### src/rtl/l2_pkg.sv
// l2_pkg
// Shared constants and types for the L2 side of the memory hierarchy.
//   LINE_WIDTH  : cache line width in bits
//   BURST_WIDTH : width of one burst beat on the physical memory bus
//   ADDR_WIDTH  : byte address width
//   BEATS       : beats per line
//   OFFSET_BITS : byte-offset bits inside one line
// Also provides the adaptor state enum, the line/beat/address types and a
// helper that aligns a byte address down to its line boundary.
package l2_pkg;

  localparam int LINE_WIDTH  = 256;
  localparam int BURST_WIDTH = 64;
  localparam int ADDR_WIDTH  = 32;
  localparam int BEATS       = LINE_WIDTH / BURST_WIDTH;
  localparam int OFFSET_BITS = $clog2(LINE_WIDTH / 8);
  localparam int CNT_WIDTH   = $clog2(BEATS);

  typedef enum logic [1:0] {
    ST_IDLE,
    ST_READ,
    ST_WRITE,
    ST_DONE
  } adaptor_state_e;

  typedef logic [LINE_WIDTH-1:0]  line_t;
  typedef logic [BURST_WIDTH-1:0] beat_t;
  typedef logic [ADDR_WIDTH-1:0]  addr_t;
  typedef logic [CNT_WIDTH-1:0]   cnt_t;

  // Index of the final beat of a line; reaching it ends the burst.
  localparam cnt_t LAST_BEAT = cnt_t'(BEATS - 1);

  // Memory always sees whole-line bursts, so the byte offset is dropped.
  function automatic addr_t line_align(input addr_t addr);
    return {addr[ADDR_WIDTH-1:OFFSET_BITS], {OFFSET_BITS{1'b0}}};
  endfunction

endpackage

### src/rtl/l2_burst_adaptor.sv
// l2_burst_adaptor
// Turns one line-wide read or write from the L2 controller into a four-beat
// burst on the physical memory port, then returns a single-cycle line
// response. Upstream holds its request until line_resp_o.
// Ports:
//   clk, reset      : clock, synchronous active-high reset
//   line_addr_i     : line byte address from L2
//   line_wdata_i    : line to write back
//   line_read_i     : line read request (held until line_resp_o)
//   line_write_i    : line write request (held until line_resp_o)
//   line_rdata_o    : assembled read line, stable from response until the
//                     next read's first beat
//   line_resp_o     : one-cycle completion pulse
//   mem_addr_o      : line-aligned burst address, 0 when idle
//   mem_wdata_o     : current write beat, 0 outside a write
//   mem_rdata_i     : current read beat
//   mem_read_o      : burst read request
//   mem_write_o     : burst write request
//   mem_resp_i      : beat accepted / valid this cycle
module l2_burst_adaptor
  import l2_pkg::*;
(
  input  logic  clk,
  input  logic  reset,
  input  addr_t line_addr_i,
  input  line_t line_wdata_i,
  input  logic  line_read_i,
  input  logic  line_write_i,
  output line_t line_rdata_o,
  output logic  line_resp_o,
  output addr_t mem_addr_o,
  output beat_t mem_wdata_o,
  input  beat_t mem_rdata_i,
  output logic  mem_read_o,
  output logic  mem_write_o,
  input  logic  mem_resp_i
);

  adaptor_state_e state;
  cnt_t           cnt;
  line_t          line_buf;
  line_t          wr_buf;

  // The read line is exposed straight from the buffer; it only changes as
  // read beats land, so it stays valid after the response pulse.
  assign line_rdata_o = line_buf;

  // Write beat select. Gated so nothing toggles on the bus outside WRITE.
  always_comb begin
    mem_wdata_o = '0;
    if (state == ST_WRITE) begin
      mem_wdata_o = wr_buf[int'(cnt)*BURST_WIDTH +: BURST_WIDTH];
    end
  end

  // Main FSM. mem_addr_o doubles as the latched address register; it is
  // loaded on acceptance and cleared as the burst ends, so it reads 0 in
  // IDLE and DONE. Write wins when both requests arrive together; the read
  // stays pending upstream and is picked up once we are back in IDLE.
  // The counter is cleared on the last beat so it always rests at 0.
  always_ff @(posedge clk) begin
    if (reset) begin
      state       <= ST_IDLE;
      cnt         <= '0;
      line_buf    <= '0;
      wr_buf      <= '0;
      mem_addr_o  <= '0;
      mem_read_o  <= 1'b0;
      mem_write_o <= 1'b0;
      line_resp_o <= 1'b0;
    end else begin
      unique case (state)
        ST_IDLE: begin
          line_resp_o <= 1'b0;
          if (line_write_i) begin
            wr_buf      <= line_wdata_i;
            mem_addr_o  <= line_align(line_addr_i);
            cnt         <= '0;
            mem_write_o <= 1'b1;
            state       <= ST_WRITE;
          end else if (line_read_i) begin
            mem_addr_o  <= line_align(line_addr_i);
            cnt         <= '0;
            mem_read_o  <= 1'b1;
            state       <= ST_READ;
          end
        end

        ST_READ: begin
          if (mem_resp_i) begin
            line_buf[int'(cnt)*BURST_WIDTH +: BURST_WIDTH] <= mem_rdata_i;
            if (cnt == LAST_BEAT) begin
              cnt         <= '0;
              mem_read_o  <= 1'b0;
              mem_addr_o  <= '0;
              line_resp_o <= 1'b1;
              state       <= ST_DONE;
            end else begin
              cnt <= cnt + 1'b1;
            end
          end
        end

        ST_WRITE: begin
          if (mem_resp_i) begin
            if (cnt == LAST_BEAT) begin
              cnt         <= '0;
              mem_write_o <= 1'b0;
              mem_addr_o  <= '0;
              line_resp_o <= 1'b1;
              state       <= ST_DONE;
            end else begin
              cnt <= cnt + 1'b1;
            end
          end
        end

        ST_DONE: begin
          line_resp_o <= 1'b0;
          state       <= ST_IDLE;
        end

        default: begin
          state <= ST_IDLE;
        end
      endcase
    end
  end

endmodule

### config.mk
export PLATFORM = sky130hd
export DESIGN_NAME = l2_burst_adaptor
export DESIGN_NICKNAME = d
export VERILOG_FILES = /design/src/rtl/l2_pkg.sv /design/src/rtl/l2_burst_adaptor.sv
export SDC_FILE = /design/constraint.sdc
export NUM_CORES = 1
export LEC_CHECK = 0
export CAP_MARGIN = 20
export CORE_AREA = 5 5 270 272
export CTS_BUF_LIST = sky130_fd_sc_hd__clkbuf_2 sky130_fd_sc_hd__clkbuf_4 sky130_fd_sc_hd__clkbuf_8
export CTS_CLUSTER_DIAMETER = 120
export DETAILED_ROUTE_END_ITERATION = 7
export DIE_AREA = 0 0 275 277
export GPL_TIMING_DRIVEN = 0
export SLEW_MARGIN = 5
export SYNTH_ARGS = -nofsm -noshare
export SYNTH_HDL_FRONTEND = slang
export SYNTH_SLANG_ARGS = --single-unit
### constraint.sdc
create_clock -name clk -period 2.4 [get_ports clk]
set_clock_uncertainty 0.1 [all_clocks]
set_input_delay 0.72 -clock clk [delete_from_list [all_inputs] [get_ports clk]]
set_output_delay 0.72 -clock clk [all_outputs]
set_load 0.005 [all_outputs]
Word-level counts from Yosys, hierarchy flattened
Index checks and enable logic that the tools add are counted.
{"block": "totals", "register_bits": 551, "in_bits": 357, "output_inout_bits": 355, "wordCells": 68}
{"block": "classes", "addsub": 2, "eq_ne": 14, "shifts": 3, "muxes": 27, "n_reduce_logical": 14}
{"cell": "$bwmux 256", "count": 1}
{"cell": "$shift 64x33->256 const A", "count": 1}
{"cell": "$shiftx 256x9->64", "count": 1}
{"cell": "$shiftx 64x33->256", "count": 1}
{"cell": "$mux 32", "count": 4}
{"cell": "$mux 64", "count": 1}
{"cell": "$pmux 32 s2", "count": 1}
{"cell": "$neg 8->33", "count": 1}
{"cell": "$mux 2", "count": 8}
{"cell": "$ne 2x2->1 const B", "count": 6}
{"cell": "$reduce_and 4->1", "count": 2}
{"cell": "$mux 1", "count": 7}
{"cell": "$eq 2x2->1 const B", "count": 3}
{"cell": "$ne 2x1->1 const B", "count": 3}
{"cell": "$pmux 1 s2", "count": 3}
{"cell": "$pmux 2 s3", "count": 1}
{"cell": "$reduce_and 2->1", "count": 3}
{"cell": "$reduce_and 3->1", "count": 2}
{"cell": "$reduce_bool 2->1", "count": 3}
{"cell": "$reduce_and 5->1", "count": 1}
{"cell": "$pmux 2 s2", "count": 1}
{"cell": "$reduce_or 2->1", "count": 2}
{"cell": "$ne 3x3->1 const B", "count": 1}
{"cell": "$add 2x1->2 const B", "count": 1}
{"cell": "other kinds (2)", "count": 2}

Depth between registers and ports, before layout
Gate-level depths: netlist of the first run.
{"block": "depth", "depth_word": 4, "mapped_depth": 10, "ltp_nobuf": 5}

Worst setup path before layout of the first run
Ideal clock, no wire load.
{"block": "synth_path", "path_type": "reg-to-reg", "startpoint": "reg cnt[1]", "endpoint": "reg line_buf[192], in the netlist line_rdata_o[192]", "setup_time_ps": 59, "arrival_ps": 2409, "slack_ps": -168, "path_stages_with_launch": 9, "synth_period_minus_slack_ps": 2568, "cell_sequence": "dfxtp_1 > buf_2 > buf_1 > inv_1 > ha_1 > or4b_4 > nor2_8 > buf_6 > a22o_1"}
{"block": "synth_between", "elab_chain_cells": 3, "elab_cells_between_ends": 4, "cone_classes": "add/sub: 1; shift: 2; mux: 1"}
{"item": "from (decl)", "line_no": "l2_burst_adaptor.sv:40", "rtl": "cnt_t cnt;"}
{"item": "from (signal assigned)", "line_no": "l2_burst_adaptor.sv:99", "rtl": "cnt <= cnt + 1'b1;"}
{"item": "from (signal assigned)", "line_no": "l2_burst_adaptor.sv:113", "rtl": "cnt <= cnt + 1'b1;"}
{"item": "$neg 8->33 *", "line_no": "l2_burst_adaptor.sv:91", "rtl": "line_buf[int'(cnt)*BURST_WIDTH +: BURST_WIDTH] <= mem_rdata_i;"}
{"item": "$shiftx 64x33->256 / $shift 64x33->256 (equally long branches)", "line_no": "l2_burst_adaptor.sv:91"}
{"item": "$bwmux 256 *", "line_no": "l2_burst_adaptor.sv:91"}
{"item": "to (signal, indexed assignment)", "line_no": "l2_burst_adaptor.sv:91"}
{"item": "to (decl)", "line_no": "l2_burst_adaptor.sv:41", "rtl": "line_t line_buf;"}
Every way passes the cells marked *; elsewhere a longest branch is shown, timed or not.
A chain may end at the register's enable or synchronous reset.

Final worst setup path of the first run
{"block": "layout_path", "startpoint": "reg cnt[0]", "endpoint": "out mem_wdata_o[63]"}
{"block": "layout_between", "elab_chain_cells": 2}
{"item": "$shiftx 256x9->64", "line_no": "l2_burst_adaptor.sv:52", "rtl": "mem_wdata_o = wr_buf[int'(cnt)*BURST_WIDTH +: BURST_WIDTH];"}
{"item": "$mux 64", "line_no": "l2_burst_adaptor.sv:51", "rtl": "if (state == ST_WRITE) begin"}
{"item": "to (decl)", "line_no": "l2_burst_adaptor.sv:32", "rtl": "output beat_t mem_wdata_o,"}
Every way passes these cells.

==> results of run 1 <==
[state kept, by name, indices dropped and copies added, names as in the netlist]
register      count
cnt               2
line_rdata_o    256
line_resp_o       1
mem_addr_o       27
mem_read_o        1
mem_write_o       1
state             2
wr_buf          256
[final cells by class]
type / count / share of cell area
flip-flops and latches: 546 / 0.330
diodes: 7 / 0.000529
inverters: 6 / 0.000755
clock buffers: 145 / 0.0542
clock inverters: 19 / 0.00476
well taps: 950 / 0.0359
multi-input cells: 1375 / 0.278
plain buffers: 197 / 0.0409
repair buffers: 796 / 0.255
[final timing paths]
path	from	to	slack [ns]	cells past startpoint
setup / recovery	cnt[0]	mem_wdata_o[63]	-0.78	7
hold / removal	wr_buf[22]	wr_buf[22]	0.35	2
hold reg to reg	wr_buf[22]	wr_buf[22]	0.35	2
setup reg to reg	cnt[0]	line_rdata_o[246]	-0.28	11
[report_power, final]
| group | switching (W) | internal, W |
|---|---|---|
| logic | 0.00373 | 0.00369 |
| registers | 0.000605 | 0.0102 |
| clock network | 0.00393 | 0.00488 |
| total | 0.00827 | 0.0187 |
[layer usage]
layer	global-route usage	part of all wire	wire length, um	vias to the layer above
met1	0.251	0.36	34000	9943
met3	0.0784	0.095	9100	225
li1	-	-	-	9325
met5	0	0.00097	92	-
met2	0.425	0.51	48300	888
met4	0.0959	0.040	3840	14
[stage by stage]
stage | TNS [ns] | hold slack [ns] | total power [W] | instance area, um2
2_1_floorplan | 0 | 0.333 | 0.0141 | 20600
3_3_place_gp | -369.69 | 0.339 | 0.0170 | 28700
3_5_place_dp | -384.94 | 0.345 | 0.0172 | 28800
4_1_cts | -107.38 | 0.322 | 0.0272 | 32900
5_1_grt | -105.16 | 0.370 | 0.0282 | 33100
6_report | -72.63 | 0.353 | 0.0270 | 33100
[synth_stat cells, types with 2 or more instances]
cell type / number / share of area
o21ai_0: 2 / 0.00049
nand2_1: 580 / 0.11
nand3_1: 67 / 0.016
mux4_2: 64 / 0.070
ha_1: 10 / 0.0061
nand2b_1: 3 / 0.00091
buf_2: 59 / 0.014
a21oi_1: 324 / 0.079
mux2i_1: 2 / 0.00098
and3_1: 3 / 0.00091
inv_1: 6 / 0.0011
dfxtp_1: 546 / 0.53
buf_4: 12 / 0.0044
nor2_1: 4 / 0.00073
and2_1: 65 / 0.020
buf_6: 18 / 0.0099
a32o_1: 138 / 0.067
buf_1: 29 / 0.0053
o31a_1: 2 / 0.00085
clkbuf_1: 84 / 0.015
nor3b_1: 2 / 0.00073
nor2b_1: 2 / 0.00061
a22o_1: 83 / 0.035
[critical path: cells and delay by family (launching register included)]
family,cells,cell delay (ns)
flops,1,0.36
mux,1,0.48
buf+inv,5,0.62
simple gates,1,0.21
[logic make-up after synthesis]
family                   synth area share
AO/OA/AOI/OAI                       0.186
adder cells (fa/ha/maj)           0.00610
buffers and inverters              0.0504
flip-flops                          0.533
multiplexers                       0.0712
other                            0.000183
AND/OR/NAND/NOR                     0.154
[timing repair]
action | in CTS | in global routing
cloned | 27 | 4
resized for setup | 565 | 170
setup buffers | 70 | 17
endpoints found under the setup margin | 778 | 704
pin swaps | 96 | 95
==> results.ini, run 1 <==
[finish]
final_cell_mix = clkdlybuf4s50_1 (634), nand2_1 (580), dfxtp_1 (544)
multi_input_area_um2 = 9210
area_delta_synth_final_pct = 61.4
regArea_um2 = 10900
layout_commonest_cell = clkdlybuf4s50_1
nets = 3383
n_fill_cell = 6566
final_core_util = 0.470
final_layout_size_suffix_gt1_frac = 0.220
final_cells = 4041

[routing]
drt_pass1_iterations = 5
viasPerCell = 5.05
totalWireLength_um = 95300
drc = 0
detail-route-antenna-nets = 0
drt_iter0_drc = 1081
wl_per_cell_um = 23.6
vias = 20400

[placed_design]
place_inst = 3779
hpwl_um = 70500
routabilityCongestion = 0.920
port_buffers = 699
dp_slack_ns = -1.10

[global_route]
grt_max_degree = 14
grt_pass1_vias = 21400
antenna_found_initial = 16
overflow = 0
track_usage = 0.235
grt_pass1_wl_um = 136000

[sta]
post-route-period-util = 1.33
fin_crit_ns = 3.18
finalHoldViolCount = 0
slew_headroom = 0.514
tightest_slew_ns = 0.729
maxSlewViolCount = 0
final-setup-viol-count = 314
rsz0062_at_grt = true
setup_ws_ns = -0.784
fmax_mhz = 314

[clock_network]
clock_latency_ns = 0.67
htree_num_levels = 3
root_buffer = clkbuf_8
cts_sinks = 546
clockBufferDepth = 3
cts_buffers = 94
hold_buffers = 0
clk_pin_slew_worst_paths_ns = 0.06
cts_tree = yes

[power_and_ir_drop]
p_per_area_nw_per_um2 = 815
vdd_drop_max_mv = 0.366
leakage_nw = 12.2

[floorplanning]
ios = 712
core-area_um2 = 70500
initial_core_util = 0.291
rows = 98
fp.dieH_um = 277
dieArea_um2 = 76200
die_x_um = 275

[worst_setup_path]
worstSetupPathType = reg -> out
cp_slowest_cell = mux4_2
required_ns = 1.58
crit_path_start_kind = register
crit_path_max_incr_delay_ns = 0.48
critPathCaptureType = output port
worstPathCellList = buf_12 -> buf_16 -> buf_12 -> buf_12 -> mux4_2 -> and2_4 -> buf_6
path_common_cell = buf_12
critPathArrivalTime_ns = 2.36
cp_max_fo = 6

[run_status]
status = finished, violations left
violations = setup timing

[logic_synthesis]
syn-instance-count = 2125
synthFlopType = dfxtp_1
synth_seq_cells = 546
syn_avg_cell_area_um2 = 9.66
async_reset_ff_frac = 0
syn_area_um2 = 20500
synth-seq-area-share = 0.533
synth_cell_types = 43
yosysWarningCount = 0
synth-edff-count = 0

[worst_hold_path]
hp-class = reg -> reg

[job]
cap_violations = 0

Note: power is estimated with default switching activity, not from simulation.
==> inputs of run 2 (changes only) <==
--- a/config.mk
+++ b/config.mk
@@ -12,6 +12,7 @@
 export DETAILED_ROUTE_END_ITERATION = 7
 export DIE_AREA = 0 0 275 277
 export GPL_TIMING_DRIVEN = 0
+export HOLD_SLACK_MARGIN = 0.06
 export SLEW_MARGIN = 5
 export SYNTH_ARGS = -nofsm -noshare
 export SYNTH_HDL_FRONTEND = slang
==> results of run 2 <==
No change in the layout: final DEF, timing and power equal those of run 1.
